===== src/rtl/mux_rr_arbiter_pkg.sv =====
// Shared definitions for the two-requester round-robin mux arbiter.
package mux_rr_arbiter_pkg;

  typedef enum logic [1:0] {
    IDLE = 2'd0,
    GNT0 = 2'd1,
    GNT1 = 2'd2
  } state_e;

  localparam logic [1:0] GRANT_NONE = 2'b00;

  // One-hot grant vector implied by an arbiter state.
  function automatic logic [1:0] grant_of(input state_e st);
    case (st)
      GNT0:    grant_of = 2'b01;
      GNT1:    grant_of = 2'b10;
      default: grant_of = GRANT_NONE;
    endcase
  endfunction

endpackage


===== src/rtl/mux_rr_arbiter_mux2_sel.sv =====
// DW-bit 2:1 mux steered by the arbiter select; output forced to zero when idle.
module mux_rr_arbiter_mux2_sel #(
  parameter int DW = 8
) (
  input  logic          s,
  input  logic          busy,
  input  logic [DW-1:0] i0,
  input  logic [DW-1:0] i1,
  output logic [DW-1:0] y
);

  always_comb begin
    y = '0;
    if (busy) y = s ? i1 : i0;
  end

endmodule


===== src/rtl/mux_rr_arbiter.sv =====
// Two-requester round-robin arbiter owning the select of a shared 2:1 mux.
// Optional grant statistics (C0/C1/forced) enabled by MUX_RR_ARBITER_STATS_EN.
module mux_rr_arbiter
  import mux_rr_arbiter_pkg::*;
#(
  parameter int DW       = 8,
  parameter int MAX_HOLD = 4
) (
  input  logic          clk,
  input  logic          rst,
  input  logic          R0,
  input  logic          R1,
  input  logic [DW-1:0] I0,
  input  logic [DW-1:0] I1,
  output logic [1:0]    G,
  output logic          S,
  output logic [DW-1:0] out,
  output logic          busy
`ifdef MUX_RR_ARBITER_STATS_EN
  ,
  output logic [15:0]   C0,
  output logic [15:0]   C1,
  output logic          forced
`endif
);

  localparam int HW = $clog2(MAX_HOLD + 1);
  localparam logic [HW-1:0] HOLD_MAX = HW'(MAX_HOLD);

  state_e        state_q, state_d;
  logic [1:0]    g_q, g_d;
  logic          s_q, s_d;
  logic [HW-1:0] hold_q, hold_d;
  logic          last_q, last_d;
  logic          at_max;
  logic          force_hand;
  logic          entry;

  assign at_max = (hold_q == HOLD_MAX);

  // State register
  always_ff @(posedge clk) begin
    if (rst) state_q <= IDLE;
    else     state_q <= state_d;
  end

  // Next-state logic; force_hand flags a MAX_HOLD preemption.
  always_comb begin
    state_d    = state_q;
    force_hand = 1'b0;
    unique case (state_q)
      IDLE: begin
        if (R0 && !R1)      state_d = GNT0;
        else if (R1 && !R0) state_d = GNT1;
        else if (R0 && R1)  state_d = last_q ? GNT0 : GNT1;
      end
      GNT0: begin
        if (!R0) state_d = R1 ? GNT1 : IDLE;
        else if (R1 && at_max) begin
          state_d    = GNT1;
          force_hand = 1'b1;
        end
      end
      GNT1: begin
        if (!R1) state_d = R0 ? GNT0 : IDLE;
        else if (R0 && at_max) begin
          state_d    = GNT0;
          force_hand = 1'b1;
        end
      end
      default: state_d = IDLE;
    endcase
  end

  // Output logic: registered grant/select follow the next state; S holds in IDLE.
  always_comb begin
    g_d = grant_of(state_d);
    s_d = s_q;
    if (state_d == GNT0) s_d = 1'b0;
    if (state_d == GNT1) s_d = 1'b1;
  end

  // Hold counter and last-served pointer
  always_comb begin
    entry  = (state_d != state_q) && (state_d != IDLE);
    hold_d = hold_q;
    last_d = last_q;
    if (state_d == IDLE)      hold_d = '0;
    else if (entry)           hold_d = HW'(1);
    else if (!at_max)         hold_d = hold_q + HW'(1);
    if (entry) last_d = (state_d == GNT1);
  end

  always_ff @(posedge clk) begin
    if (rst) begin
      g_q    <= GRANT_NONE;
      s_q    <= 1'b0;
      hold_q <= '0;
      last_q <= 1'b1;
    end else begin
      g_q    <= g_d;
      s_q    <= s_d;
      hold_q <= hold_d;
      last_q <= last_d;
    end
  end

  assign G    = g_q;
  assign S    = s_q;
  assign busy = g_q[0] | g_q[1];

  mux_rr_arbiter_mux2_sel #(.DW(DW)) u_mux (
    .s    (s_q),
    .busy (busy),
    .i0   (I0),
    .i1   (I1),
    .y    (out)
  );

`ifdef MUX_RR_ARBITER_STATS_EN
  logic [15:0] c0_q, c0_d;
  logic [15:0] c1_q, c1_d;
  logic        forced_q, forced_d;

  always_comb begin
    c0_d     = c0_q;
    c1_d     = c1_q;
    forced_d = force_hand;
    if (entry && state_d == GNT0 && c0_q != 16'hFFFF) c0_d = c0_q + 16'd1;
    if (entry && state_d == GNT1 && c1_q != 16'hFFFF) c1_d = c1_q + 16'd1;
  end

  always_ff @(posedge clk) begin
    if (rst) begin
      c0_q     <= '0;
      c1_q     <= '0;
      forced_q <= 1'b0;
    end else begin
      c0_q     <= c0_d;
      c1_q     <= c1_d;
      forced_q <= forced_d;
    end
  end

  assign C0     = c0_q;
  assign C1     = c1_q;
  assign forced = forced_q;
`else
  logic unused_force;
  assign unused_force = force_hand;
`endif

endmodule


===== config.mk =====
export PLATFORM = sky130hd
export DESIGN_NAME = mux_rr_arbiter
export DESIGN_NICKNAME = d
export VERILOG_FILES = /design/src/rtl/mux_rr_arbiter_pkg.sv /design/src/rtl/mux_rr_arbiter_mux2_sel.sv /design/src/rtl/mux_rr_arbiter.sv
export SDC_FILE = /design/constraint.sdc
export NUM_CORES = 1
export LEC_CHECK = 0
export BUFFER_PORTS_ARGS = -buffer_cell sky130_fd_sc_hd__buf_2
export CAP_MARGIN = 5
export CORE_MARGIN = 5
export CORE_UTILIZATION = 28
export DETAILED_ROUTE_END_ITERATION = 6
export SLEW_MARGIN = 10
export SYNTH_ARGS = -nofsm -noshare
export SYNTH_HDL_FRONTEND = slang
export SYNTH_SLANG_ARGS = --single-unit

===== constraint.sdc =====
create_clock -name clk -period 3.4 [get_ports clk]
set_input_delay 0.85 -clock clk [delete_from_list [all_inputs] [get_ports clk]]
set_output_delay 0.85 -clock clk [all_outputs]
set_load 0.03 [all_outputs]

==> results.yml <==
yosys:
  synthTopCellsByCount: "nor2_1 (13), mux2i_1 (10), dfxtp_1 (9)"
  postSynthRegisterBits: 9
  synth_cell_type_count: 32
  count_of_flip_flops_with_a_built_in_enable_after_synthesis: 0
  netlist.top_cell.by_area: "dfxtp_1"
  post_synthesis_cell_count: 77
  synth.yosys.warnings: 0
  mappedNetlistNets: 102
  post_synth_instance_area_um2: 661
  synthesis.area_per_instance_um2: 8.58
  synth_flop_cell: "dfxtp_1"
  most_frequent_cell_after_synthesis: "nor2_1"
  sequential_element_share_of_the_synthesized_area_pct: 27.3
  ys_top_cells_by_area: "dfxtp_1 (27%), mux2i_1 (15%), ha_1 (9.5%)"
  asyncSetResetFlopFracSynth_pct: 0
  area_share_of_the_largest_cell_type_after_synthesis_pct: 27.3
worst_setup_path:
  r2r-end: "last_q$_SDFFE_PP1P_"
  crit_arrival_ns: 1.38
  worst-path-buf-inv: 1
  critical_path.max_fanout: 10
  criticalPathCategory: "reg -> out"
  slowest_stage_cell_crit_path: "dfxtp_1"
  critPathTopFamily: "flip-flops"
  critical-path-max-stage-delay_ns: 0.63
  timing.critical_path.from_type: "register"
  cp-end-kind: "output pin"
  r2r-start: "hold_q[0]$_SDFFE_PP0P_"
  timing.critical_path.from: "S$_SDFFE_PP0P_"
  path_cells: "mux2i_1 > nor2_1 > buf_2"
  r2r.worst_path.cells: 9
  data_required_time_at_the_worst_endpoint_ns: 2.55
  rrSetupSlack_ns: 1.23
worst_hold_path:
  hold_path_depth: 2
  hold_end: "hold_q[1]$_SDFFE_PP0P_"
  min-delay-path-class: "reg -> reg"
  hold_path_startpoint: "hold_q[1]$_SDFFE_PP0P_"
drt:
  routed_wl_mm: 1.46
  detail_route.wl_per_cell_um: 10.8
  antenna_left: 0
  detailroute.via_count: 621
  detailedRoute.firstIterationViolations: 5
  drcViolationCount: 0
  drtPass1Iterations: 2
  post_drt_via_cell_ratio: 4.57
floorplanning:
  area_enclosed_by_the_die_boundary_um2: 3430
  initial_utilization_pct: 29.6
  floorplan.io_pins: 32
  die_w_um: 58.6
  die_height_um: 58.6
  core_area_um2: 2230
  rows: 17
global_routing:
  grt_pass1_vias: 569
  antenna_violations_before_repair: 0
  grt_first_pass_wirelength_mm: 2.34
  grt_start_max_net_pins: 11
  globalRouteOverflowTotal: 0
  grtUsageTotal_pct: 8.57
sta:
  max_slew_margin_pct: 63.2
  achievable-frequency_mhz: 448
  finalHoldViolCount: 0
  slew_violations: 0
  period_minus_slack_ns: 2.23
  worstMarginPinSlew_ns: 0.550
  tns_ns: 0
  report.final.setup_viol: 0
  rsz0062_at_grt: "no"
  finalClockSkew_ns: 0.000275
  hold_ws_ns: 0.541
  setup_slack_ns: 1.17
  post-route-period-util_pct: 65.6
placement:
  weighted_congestion_reported_at_the_end_of_routability_driven_placement: 0.814
  placedCellCount: 132
  placed_area_um2: 823
  post-place-ws_ns: 0.989
  hpwl_mm: 1.24
  port_buffers: 31
clock_network:
  cts.reportedPaths.clkPinSlew_ns: 0.06
  clockBufferDepth: 2
  cts_post_setup_buffers_inserted: 0
  clock_net_sink_count: 9
  clock_insertion_delay_worst_skew_ns: 0.26
  root_buffer: "clkbuf_4"
  cts.htree.levels: 1
  ctsResizeCount: 0
  cts_inserted_buffers: 3
  postCtsHoldBufs: 0
  cts_tree: "built"
cells_and_area:
  post-route-cell-area_um2: 850
  final_core_util_pct: 38.0
  fin_cells: 136
  insertedDiodeCount: 0
  layout-area-overhead-vs-synth_pct: 28.6
  layout-drive-gt1-share_pct: 38.9
  num-nets-final: 134
status:
  result_of_the_run: "finished clean"
power:
  power_per_cell_area_nw_per_um2: 366
  report.power.total_mw: 0.311
  static-leakage-power_nw: 0.433
  power.ir.vdd_worst_mv: 0.211
job:
  cap_violations: 0
[sequential cells by signal (all words and copies together) (netlist names)]
register  count
S             1
last_q        1
state_q       2
hold_q        3
G             2
[worst max path at each step]
stage / to / cells after the start
floorplan: last_q$_SDFFE_PP1P_ / 6
global placement: last_q$_SDFFE_PP1P_ / 7
detailed placement: last_q$_SDFFE_PP1P_ / 7
CTS: out[7] / 3
global route: out[6] / 3
finish: out[7] / 3
[per-layer routing]
layer | wire length [um] | vias to the layer above | GRT usage [%]
met1 | 673 | 281 | 10.8
met5 | 0 | - | 0
met4 | 0 | 0 | 2.59
met2 | 724 | 10 | 12.6
met3 | 66 | 0 | 4.61
li1 | - | 330 | -
[layout by cell type, fill, tap and decap left out, types with 2 or more instances in the layout]
cell and n:
buf_2 31, nor2_1 13, mux2i_1 10, dfxtp_1 9, inv_1 8, ha_1 5, clkbuf_4 3, nor3_1 2
and3b_2 2, xnor2_1 2, nor4_1 2, nor2b_1 2
[worst register-to-register path, cell delays in order (launching register included)]
cell	delay [ns]
dfxtp_1	0.31
inv_1	0.08
ha_1	0.23
nand2_2	0.13
a21o_1	0.19
a221o_2	0.42
ha_1	0.24
inv_1	0.08
a31oi_1	0.07
a311o_1	0.31
[logic make-up (layout without fill, tap and decap cells)]
kind of cell	count (synthesis)	in the layout	synth area share, %
and+or+nand+nor	28	28	23.7
buffers and inverters	12	43	8.71
AOI/OAI and AO/OA	11	11	13.1
muxes	10	10	15.2
DFF	9	9	27.3
adders and majority gates	5	5	9.47
xor gates and xnor gates	2	2	2.65
[where the power goes]
part	internal, mW	switching [mW]
Sequential	0.113	0.0102
Combinational	0.0472	0.0603
Clock	0.0451	0.0347
Total	0.206	0.105
[layout make-up]
| class | instances | area [um2] |
|---|---|---|
| clock buffers | 4 | 26.3 |
| fillers | 236 | 1380 |
| inverters | 8 | 30.0 |
| multi-input cells | 56 | 423 |
| flip-flops and latches | 9 | 180 |
| well taps | 28 | 35.0 |
| repair buffers | 31 | 155 |
(Power assumes the default switching activity.)
